===== src/rtl/tmds_channel_decoder.sv =====
// TMDS receive channel: symbol alignment via bit-slip search and 10b->8b/control decode.
// Optional TERC4 data-island decode is enabled by defining TMDS_TERC4_EN.
module tmds_channel_decoder #(
    parameter int CTRL_RUN_MIN   = 8,
    parameter int SEARCH_TIMEOUT = 2048,
    parameter int SLIP_SETTLE    = 3,
    parameter int LOSS_TIMEOUT   = 4096
) (
    input  logic       clk,
    input  logic       rst,
    input  logic [9:0] symbol,
    output logic       bitslip,
    output logic       locked,
    output logic       de,
    output logic [1:0] ctrl,
    output logic [7:0] data
`ifdef TMDS_TERC4_EN
    ,
    input  logic       island,
    output logic [3:0] terc4,
    output logic       terc4_valid,
    output logic       sym_err
`endif
);

    localparam int RW = $clog2(CTRL_RUN_MIN + 1);
    localparam int TW = $clog2(SEARCH_TIMEOUT + 1);
    localparam int SW = $clog2(SLIP_SETTLE + 1);
    localparam int LW = $clog2(LOSS_TIMEOUT + 1);

    localparam logic [RW-1:0] RUN_LAST = RW'(CTRL_RUN_MIN - 1);
    localparam logic [RW-1:0] RUN_MAX  = RW'(CTRL_RUN_MIN);
    localparam logic [TW-1:0] TMR_LAST = TW'(SEARCH_TIMEOUT - 1);
    localparam logic [SW-1:0] STL_LAST = SW'(SLIP_SETTLE - 1);
    localparam logic [LW-1:0] LOS_LAST = LW'(LOSS_TIMEOUT - 1);

    typedef enum logic [1:0] {
        SEARCH,
        SETTLE,
        LOCK
    } state_t;

    state_t        state;
    logic [RW-1:0] run;
    logic [TW-1:0] timer;
    logic [SW-1:0] settle;
    logic [LW-1:0] loss;

    logic       is_tok;
    logic [1:0] code;
    logic [7:0] q;
    logic [7:0] d;
    logic [7:0] dx;
    logic       lock_next;

    always_comb begin
        is_tok = 1'b1;
        code   = 2'b00;
        unique case (symbol)
            10'b1101010100: code = 2'b00;
            10'b0010101011: code = 2'b01;
            10'b0101010100: code = 2'b10;
            10'b1010101011: code = 2'b11;
            default:        is_tok = 1'b0;
        endcase
    end

    // Undo the optional inversion, then the XOR/XNOR transition chain.
    assign q  = symbol[9] ? ~symbol[7:0] : symbol[7:0];
    assign dx = {q[7:1] ^ q[6:0], 1'b0};
    assign d  = {symbol[8] ? dx[7:1] : ~dx[7:1], q[0]};

`ifdef TMDS_TERC4_EN
    logic       hit;
    logic [3:0] nib;

    always_comb begin
        hit = 1'b1;
        nib = 4'h0;
        unique case (symbol)
            10'b1010011100: nib = 4'h0;
            10'b1001100011: nib = 4'h1;
            10'b1011100100: nib = 4'h2;
            10'b1011100010: nib = 4'h3;
            10'b0101110001: nib = 4'h4;
            10'b0100011110: nib = 4'h5;
            10'b0110001110: nib = 4'h6;
            10'b0100111100: nib = 4'h7;
            10'b1011001100: nib = 4'h8;
            10'b0100111001: nib = 4'h9;
            10'b0110011100: nib = 4'hA;
            10'b1011000110: nib = 4'hB;
            10'b1010001110: nib = 4'hC;
            10'b1001110001: nib = 4'hD;
            10'b0101100011: nib = 4'hE;
            10'b1011000011: nib = 4'hF;
            default:        hit = 1'b0;
        endcase
    end
`endif

    // Lock status after this edge; output gating follows it so a
    // dropped lock blanks the outputs on the same edge.
    always_comb begin
        lock_next = 1'b0;
        unique case (state)
            SEARCH:  lock_next = is_tok && (run >= RUN_LAST);
            LOCK:    lock_next = is_tok || (loss != LOS_LAST);
            default: lock_next = 1'b0;
        endcase
    end

    always_ff @(posedge clk) begin
        if (!rst) begin
            state   <= SEARCH;
            run     <= '0;
            timer   <= '0;
            settle  <= '0;
            loss    <= '0;
            bitslip <= 1'b0;
            locked  <= 1'b0;
            de      <= 1'b0;
            ctrl    <= 2'b00;
            data    <= 8'h00;
`ifdef TMDS_TERC4_EN
            terc4       <= 4'h0;
            terc4_valid <= 1'b0;
            sym_err     <= 1'b0;
`endif
        end else begin
            bitslip <= 1'b0;
            locked  <= lock_next;
            unique case (state)
                SEARCH: begin
                    if (!is_tok) begin
                        run <= '0;
                    end else if (run != RUN_MAX) begin
                        run <= run + 1'b1;
                    end
                    if (lock_next) begin
                        state <= LOCK;
                        loss  <= '0;
                    end else if (timer >= TMR_LAST) begin
                        state   <= SETTLE;
                        bitslip <= 1'b1;
                        settle  <= '0;
                    end else begin
                        timer <= timer + 1'b1;
                    end
                end
                SETTLE: begin
                    run   <= '0;
                    timer <= '0;
                    if (settle >= STL_LAST) begin
                        state <= SEARCH;
                    end else begin
                        settle <= settle + 1'b1;
                    end
                end
                LOCK: begin
                    if (is_tok) begin
                        loss <= '0;
                    end else if (!lock_next) begin
                        state <= SEARCH;
                        run   <= '0;
                        timer <= '0;
                    end else begin
                        loss <= loss + 1'b1;
                    end
                end
                default: state <= SEARCH;
            endcase

`ifdef TMDS_TERC4_EN
            terc4_valid <= 1'b0;
            sym_err     <= 1'b0;
`endif
            if (!lock_next) begin
                de   <= 1'b0;
                ctrl <= 2'b00;
                data <= 8'h00;
`ifdef TMDS_TERC4_EN
                terc4 <= 4'h0;
`endif
            end else if (is_tok) begin
                de   <= 1'b0;
                ctrl <= code;
`ifdef TMDS_TERC4_EN
            end else if (island) begin
                de          <= 1'b0;
                terc4_valid <= hit;
                sym_err     <= !hit;
                if (hit) begin
                    terc4 <= nib;
                end
`endif
            end else begin
                de   <= 1'b1;
                data <= d;
            end
        end
    end

endmodule


===== config.mk =====
export PLATFORM = sky130hd
export DESIGN_NAME = tmds_channel_decoder
export DESIGN_NICKNAME = d
export VERILOG_FILES = /design/src/rtl/tmds_channel_decoder.sv
export SDC_FILE = /design/constraint.sdc
export NUM_CORES = 1
export LEC_CHECK = 0
export ABC_AREA = 1
export CELL_PAD_IN_SITES_DETAIL_PLACEMENT = 1
export CELL_PAD_IN_SITES_GLOBAL_PLACEMENT = 1
export CORE_MARGIN = 1.5
export CORE_UTILIZATION = 44
export CTS_BUF_LIST = sky130_fd_sc_hd__clkbuf_16
export DETAILED_ROUTE_END_ITERATION = 12
export PLACE_DENSITY = 0.89
export SLEW_MARGIN = 20
export SYNTH_ARGS = -nofsm -noshare
export SYNTH_HDL_FRONTEND = slang
export SYNTH_SLANG_ARGS = --single-unit

===== constraint.sdc =====
create_clock -name clk -period 4.92 [get_ports clk]
set_clock_uncertainty 0.15 [all_clocks]
set_input_delay 0.984 -clock clk [delete_from_list [all_inputs] [get_ports clk]]
set_output_delay 0.984 -clock clk [all_outputs]
set_load 0.01 [all_outputs]

Yosys cells after proc, flatten, opt, wreduce, memory -nomap -nowiden
Index checks and enable logic that the tools add are counted.
{"block": "totals", "regBits": 46, "latchBits": 0, "ram_bits": 0, "romBits": 0, "inputBits": 12, "out_inout_bits": 13, "elab_cells": 86, "memories": 0}
{"block": "classes", "addsub": 4, "multipliers": 0, "n_div": 0, "order_cmp": 3, "eq_ne": 19, "shifts": 0, "n_mux": 31, "bitwise_logic": 5, "n_reduce_logical": 14}
{"operator": "two-way mux 12 bit", "count": 4}
{"operator": "two-way mux 13 bit", "count": 3}
{"operator": "one-hot mux 12 bit (3 select lines)", "count": 1}
{"operator": "one-hot mux 13 bit (2 select lines)", "count": 1}
{"operator": "equality test 10 bit (second input constant)", "count": 2}
{"operator": "two-way mux 2 bit", "count": 8}
{"operator": "two-way mux 4 bit", "count": 4}
{"operator": "!= test 2 bit (second input constant)", "count": 8}
{"operator": "adder 13 x 1 -> 13 bit (second input constant)", "count": 1}
{"operator": "!= test 13 x 12 -> 1 bit (second input constant)", "count": 1}
{"operator": "adder 12 x 1 -> 12 bit (second input constant)", "count": 1}
{"operator": ">= comparator 12 x 11 -> 1 bit (second input constant)", "count": 1}
{"operator": "one-hot mux 2 bit (3 select lines)", "count": 2}
{"operator": "one-hot mux 4 bit (3 select lines)", "count": 1}
{"operator": "AND reduction 4 bit", "count": 3}
{"operator": "equality test 10 x 8 -> 1 bit (second input constant)", "count": 1}
{"operator": "equality test 10 x 9 -> 1 bit (second input constant)", "count": 1}
{"operator": "!= test 3 bit (second input constant)", "count": 3}
{"operator": "two-way mux 8 bit", "count": 1}
{"operator": "inverter 8 bit", "count": 1}
{"operator": "two-way mux 7 bit", "count": 1}
{"operator": "inverter 7 bit", "count": 1}
{"operator": "bitwise XOR 7 bit", "count": 1}
{"operator": "AND reduction 5 bit", "count": 1}
{"operator": "20 further kinds", "count": 24}

Depth between registers and ports, before layout
Gate-level depths: netlist (run 1).
{"block": "logic_depth", "word_depth": 8, "ltp_mapped": 15, "depth_no_buf": 14}

Worst setup path after synthesis (run 1)
OpenSTA, ideal clock, no wires.
{"block": "synth_path", "path_kind": "input -> register", "startpoint": "in symbol[2]", "endpoint": "reg loss[9]", "setup_time_ns": 0.115, "t_arrival_ns": 2.271, "required_ns": 4.655, "path_slack_ns": 2.384, "path_stages": 13, "path_buffers": 2, "path_cell_list": "inv_1 -> ha_1 -> nand2_1 -> nor2_1 -> nand2_1 -> nand2_2 -> buf_6 -> nand2_2 -> nand3_4 -> buf_4 -> nand4_1 -> o21ai_1 -> nor2_1"}
{"block": "synth_between", "elab_chain_cells": 7, "elab_cells_between_ends": 14, "classes_between": "6 x eq/ne; 4 x mux; 4 x reduce/logical"}
{"item": "start, declared", "line": "11", "rtl": "input logic [9:0] symbol,"}
{"item": "equality test 10 bit, or another cell as far along", "line": "59", "rtl": "unique case (symbol)"}
{"item": "OR reduction 4 bit (no source line) *"}
{"item": "two-way mux 1 bit *", "line": "59"}
{"item": "logical OR 1 bit / logical AND 1 bit (equally long branches)", "line": "108, 107"}
{"item": "one-hot mux 1 bit (2 select lines)", "line": "106", "rtl": "unique case (state)"}
{"item": "!= test 3 bit (no source line) / != test 2 bit (equally long branches)"}
{"item": "AND reduction 3 bit (no source line)"}
{"item": "end signal, assigned", "line": "168", "rtl": "loss <= loss + 1'b1;"}
{"item": "end, declared", "line": "47", "rtl": "logic [LW-1:0] loss;"}
Every way passes the cells marked *; elsewhere a longest branch is shown, timed or not.
A chain may end at the register's enable or synchronous reset.

Final worst setup path (run 1)
{"block": "layout_path", "startpoint": "in symbol[2]", "endpoint": "reg timer[3]"}
{"block": "layout_between", "elab_chain_cells": 7, "elab_cells_between_ends": 13, "classes_between": "7 x eq/ne; 2 x mux; 4 x reduce/logical"}
{"item": "equality test 10 bit, or another cell as far along", "line": "59"}
{"item": "OR reduction 4 bit (no source line) *"}
{"item": "two-way mux 1 bit *", "line": "59"}
{"item": "logical OR 1 bit / logical AND 1 bit (equally long branches)", "line": "108, 107"}
{"item": "one-hot mux 1 bit (2 select lines)", "line": "106"}
{"item": "!= test 2 bit (no source line)"}
{"item": "AND reduction 5 bit (no source line) *"}
{"item": "end signal, assigned", "line": "148", "rtl": "timer <= timer + 1'b1;"}
{"item": "end, declared", "line": "45", "rtl": "logic [TW-1:0] timer;"}
Marks and branches as above.

==> results by group, run 1 <==
Outcome
  • Outcome: finished, final reports clean

Global route
  • Global-route wire length before repair: 12,300 µm
  • Total GRT Usage: 23.7%
  • Gr ovfl total: 0
  • Vias in the first global route: 2,722
  • Largest net degree at the start of global routing: 21
  • Initial antenna violation count: 0

Die
  • # IOs: 25
  • Die Y: 82.1 µm
  • # rows: 28
  • Effective utilization at floorplan: 45.9%
  • Die Wd: 82.1 µm
  • Core box area: 5990 µm²
  • Die area: 6730 µm²

Setup path
  • Worst reg2reg path endpoint: timer[3]
  • Startpoint Class: input port
  • Most frequent CP cell: nand2_1
  • Crit path arrival time: 3.43 ns
  • Worst Setup SP: symbol[2]
  • CP endpoint: timer[3]
  • R2R Setup Slk: 2.71 ns
  • Worst setup EP type: register
  • CP peak stage delay: 0.49 ns
  • Critical-path cell list: clkdlybuf4s50_1 -> inv_1 -> ha_1 -> nand2_1 -> nor2_1 -> nand2_1 -> nand2_2 -> inv_2 -> nand2_2 -> a21oi_4 -> nand3_4 -> nand2_1 -> nand2_1 -> nor2_1
  • Critical path type: input port to register
  • Data required, critical path: 4.99 ns
  • CP max FO: 20
  • R2r startpoint: loss[1]
  • Reg2reg path depth: 11
  • CP max-delay cell: clkdlybuf4s50_1

Synth
  • Netlist Area Pre-Place: 2750 µm²
  • Fraction of synthesized area in multiplexers: 0%
  • Adder-cell share of the synthesized area: 6.82%
  • Largest family of logic cells by synthesized area: simple AND/OR/NAND/NOR gates
  • Yosys top cell area share: 33.5%
  • Syn avg cell area: 6.71 µm²
  • Synth Area in XOR/XNOR: 5.10%
  • Simple-Gate Fraction of Synth Area: 35.4%
  • Distinct cells, synth: 32
  • Synth Flop Type: dfxtp_1
  • Async set or reset register ratio after synthesis: 0%
  • Largest cells by area after synthesis: dfxtp_1, nand2_1, nor2_1
  • Synth Area in Compound Gates: 8.92%
  • Synth Instances: 410
  • Synth area leader: dfxtp_1
  • Post-synthesis sequential area ratio: 33.5%
  • Syn Nets: 437
  • EDFF count, synth: 0
  • YS warnings: 0
  • Yosys reg bits: 46

Route
  • WL per Instance: 14.1 µm
  • DR iter-0 viols: 83
  • Antenna Nets Post-Route: 0
  • Routed WL: 7130 µm
  • Vias per inst: 5.20
  • DR vias: 2,638
  • # DRC: 0
  • TritonRoute pass-1 iters: 4

Power and ir drop
  • Pwr/cell area: 537 nW/µm²
  • Pleak: 1.40 nW
  • Final Power: 1.71 mW
  • Peak VDD IR: 337 µV

Clock tree
  • Num CTS Buffers: 5
  • Clk buf depth: 2
  • Worst skew pair latency: 0.28 ns
  • Post-CTS Hold Fix Bufs: 0
  • Clock root buffer: clkbuf_16
  • CTS H-tree depth: 2
  • Clock sink total: 46
  • CTS resizes: 0
  • TritonCTS clock tree: done
  • Register clock-pin slew on the reported worst setup and hold paths: 0.06 ns
  • Setup Buffers After CTS: 0

Final layout
  • Most common cell after layout, fill and taps aside: nand2_1
  • # fillers: 821
  • Most frequent cells in the layout: nand2_1, nor2_1, inv_1, dfxtp_1, a21oi_1
  • Design Area, Final: 3180 µm²
  • # nets final: 459
  • Area grow syn2layout: 15.7%
  • Number of diodes: 0
  • Share of layout cells above drive strength 1: 5.79%
  • Final Core Density: 53.1%

STA
  • Setup tns final: 0 ns
  • Setup Viol. Count Final: 0
  • Final min period: 3.35 ns
  • Max Freq: 298 MHz
  • Worst rel slew slack: 46.8%
  • Slew Viols, Final: 0
  • Measured slew at the worst slew-check pin: 0.796 ns
  • RSZ-0062 raised after global routing: no
  • Hold Fails Final Rpt: 0
  • Fin worst setup slack: 1.57 ns
  • Final Cycle Share: 68.2%

Placed design
  • Port bufs: 24
  • Area after DPL: 3020 µm²
  • Routability congestion estimate: 0.885
  • Place WS: 1.28 ns
  • DP HPWL: 5280 µm

Job
  • Max-cap violations: 0

Min path
  • Hold Path Class: register to register
-- worst min path at each step --
stage               startpoint      end  slack [ns]  cells past startpoint
CTS                    data[5]  data[5]        0.33                      2
detailed placement     data[5]  data[5]        0.32                      2
floorplan              loss[5]  loss[5]        0.29                      2
finish                 data[5]  data[5]        0.32                      2
global placement       loss[5]  loss[5]        0.30                      2
global route           data[1]  data[1]        0.35                      2
-- metrics by stage --
step	cells	hold slack (ns)
after floorplan	410	0.287
after global placement	500	0.304
after detailed placement	500	0.320
after CTS	507	0.329
after global routing	507	0.347
final	507	0.323
-- state kept, by name, summed over array words and instances, names as in the netlist --
register	cells
bitslip	1
ctrl	2
timer	12
state	2
loss	13
data	8
run	4
de	1
settle	2
locked	1
-- final cells by class --
type                    count  area, µm²  share of cell area, %
flip-flops and latches     46        921                   29.0
inverters                  59        221                   6.96
clock inverters             2       33.8                   1.06
well taps                  75       93.8                   2.95
repair buffers             24        240                   7.55
clock buffers               5        125                   3.93
multi-input cells         296       1550                   48.6
-- power by group --
part           total (mW)  switching (mW)  internal, mW
combinational       0.820           0.545         0.274
clock               0.371           0.136         0.235
sequential          0.519          0.0685         0.451
total                1.71           0.749         0.960
-- logic make-up after synthesis --
family / count (synthesis)
AO/OA/AOI/OAI: 45
AND/OR/NAND/NOR: 220
adder cells (fa/ha/maj): 15
buffers and inverters: 68
XOR/XNOR: 16
flip-flops: 46
-- synth_stat cells (all sizes together) (3+ instances only) --
master / instances
buf: 6
ha: 15
nand2: 104
nor3: 6
nor2: 68
clkbuf: 3
xor2: 11
o21ai: 13
nand4: 15
a21oi: 29
xnor2: 5
inv: 58
dfxtp: 46
nand3: 24
-- metal layers --
layer | GRT usage, % | wire (µm) | vias up
li1 | - | - | 1336
met1 | 28.6 | 3260 | 1269
met2 | 42.4 | 3640 | 25
met3 | 3.56 | 140 | 8
met4 | 8.14 | 86 | 0
met5 | 0 | 0 | -
-- worst max-delay path: cells and delay by family --
kind / cells / cell delay, ns
buffers and inverters: 3 / 0.77
adders and majority gates: 1 / 0.20
AOI/OAI and AO/OA: 1 / 0.33
and+or+nand+nor: 9 / 1.11
(Power assumes the default switching activity.)
==> run 2: changes to the inputs <==
CORE_UTILIZATION = 37   (was 44)
PLACE_DENSITY = 0.81   (was 0.89)
clock period = 2.9 ns   (was 4.92 ns; I/O delays follow)
==> results by group, run 2 (same netlist as run 1, synthesis figures left out) <==
Min path
  • Hold Path Sink: data[5]
  • Worst min-delay path startpoint: data[5]
  • Hold Path Class: register to register
  • Hold path depth: 2

Global route
  • GR met2 Demand/Resource: 36.4%
  • Total GRT Usage: 19.8%
  • Initial antenna violation count: 0
  • Gr ovfl total: 0
  • Global-route wire length before repair: 12,400 µm
  • Vias in the first global route: 2,651
  • Layer with the highest usage: met2
  • Routing usage on met1: 24.0%
  • Met3 Usage GRT: 3.51%
  • Largest net degree at the start of global routing: 16

Job
  • Max-cap violations: 0

Die
  • Effective utilization at floorplan: 38.1%
  • Die Wd: 89.2 µm
  • Die area: 7960 µm²
  • # IOs: 25
  • Core box area: 7210 µm²
  • Die Y: 89.2 µm
  • # rows: 31

Final layout
  • Number of diodes: 0
  • Share of layout cells above drive strength 1: 7.73%
  • Most frequent cells in the layout: nand2_1, nor2_1, inv_1, dfxtp_1, a21oi_1
  • Max reg flops: 13
  • Final Core Density: 45.9%
  • Area grow syn2layout: 20.4%
  • # nets final: 466
  • # fillers: 946
  • Largest Register: loss
  • Regs by FF count: loss x13, timer x12, data x8
  • Most common cell after layout, fill and taps aside: nand2_1
  • Finished Layout Cells: 539

Power and ir drop
  • Sequential share of power: 28.6%
  • Net switching power: 1.31 mW
  • Internal power: 1.76 mW
  • Pleak: 1.46 nW
  • Sw frac: 42.7%
  • Clock network power share: 24.6%
  • Logic gate share of total power: 46.8%
  • Peak VDD IR: 378 µV
  • Pwr/cell area: 929 nW/µm²

Clock tree
  • Worst skew pair latency: 0.29 ns
  • Post-CTS Hold Fix Bufs: 0
  • Setup Buffers After CTS: 0
  • Clk buf depth: 2
  • Clock sink total: 46
  • TritonCTS clock tree: done
  • CTS H-tree depth: 2
  • Clock root buffer: clkbuf_16
  • CTS resizes: 0
  • Register clock-pin slew on the reported worst setup and hold paths: 0.07 ns
  • Num CTS Buffers: 5

Setup path
  • Critical-path cell list: clkdlybuf4s50_1 -> inv_1 -> ha_1 -> nand2_1 -> inv_1 -> nand3_2 -> nand2_2 -> inv_2 -> nand2_2 -> a21oi_4 -> nand3_4 -> a21oi_1 -> nor2_1
  • Worst setup EP type: register
  • R2R Setup Slk: 0.82 ns
  • R2r startpoint: loss[0]
  • Crit path arrival time: 2.61 ns
  • Data required, critical path: 2.94 ns
  • CP peak stage delay: 0.55 ns
  • Startpoint Class: input port
  • CP max FO: 15
  • Critical path type: input port to register
  • Worst reg2reg path endpoint: loss[10]
  • Reg2reg path depth: 9
  • CP max-delay cell: clkdlybuf4s50_1

STA
  • Hold WS: 0.312 ns
  • Final min period: 2.57 ns
  • Worst rel slew slack: 73.2%
  • RSZ-0062 raised after global routing: no
  • Setup tns final: 0 ns
  • Max Freq: 389 MHz
  • Slew Viols, Final: 0
  • Final Cycle Share: 88.6%
  • Measured slew at the worst slew-check pin: 0.402 ns
  • Setup Viol. Count Final: 0
  • Hold Fails Final Rpt: 0

Route
  • TritonRoute pass-1 iters: 4
  • WL per Instance: 13.4 µm
  • DR iter-0 viols: 59
  • # DRC: 0
  • Routed WL: 7210 µm
  • Vias per inst: 4.84
  • Antenna Nets Post-Route: 0
  • DR vias: 2,611

Outcome
  • Outcome: finished, final reports clean

Placed design
  • Routability congestion estimate: 0.854
  • DP HPWL: 5450 µm
  • Placed instance count: 531
  • Port bufs: 24
run 2: cell types whose count changed in the layout (fill, tap and decap cells not counted), sizes merged:
| cell | before | now |
|---|---|---|
| buf | 0 | 7 |
| bufinv | 1 | 2 |
run 2: cell type report:
class                      count  area [µm²]  area share (%)
clock buffer                   5         125            3.78
clock inverter                 3        68.8            2.08
inverter                      59         221            6.69
multi-input combinational    296        1550            46.7
sequential                    46         921            27.8
tap                           99         124            3.74
timing repair buffer          31         305            9.22
run 2: power by group through the flow:
stage	combinational, mW	sequential (mW)	clock [mW]
final	1.44	0.878	0.757
after global routing	1.66	0.899	0.802
after CTS	1.45	0.880	0.768
after detailed placement	1.43	0.891	0
after global placement	1.35	0.889	0
after floorplan	1.09	0.868	0
run 2: per-layer routing:
| layer | wire length [µm] | vias to the layer above |
|---|---|---|
| met5 | 0 | - |
| met4 | 83 | 0 |
| met2 | 3780 | 10 |
| li1 | - | 1346 |
| met3 | 85 | 7 |
| met1 | 3260 | 1248 |
run 2: critical path: cells and delay by family:
| kind | cells | cell delay, ns |
|---|---|---|
| buffers and inverters | 4 | 0.80 |
| and+or+nand+nor | 6 | 0.63 |
| adders and majority gates | 1 | 0.19 |
| AOI/OAI and AO/OA | 2 | 0.40 |
run 2: per-stage QoR:
stage	power, mW	cell area, µm²	setup WS [ns]
final	3.07	3310	0.331
after global routing	3.37	3310	0.0982
after CTS	3.10	3310	0.310
after detailed placement	2.32	3120	0.0145
after global placement	2.24	3120	0.119
after floorplan	1.96	2750	0.768
run 2: worst max-delay path by stage:
stage	startpoint	to	slack, ns
global placement	symbol[0]	loss[3]	0.12
finish	symbol[0]	timer[6]	0.33
floorplan	symbol[2]	loss[9]	0.77
global route	symbol[3]	state[1]	0.1
detailed placement	symbol[0]	loss[10]	0.01
CTS	symbol[0]	loss[4]	0.31
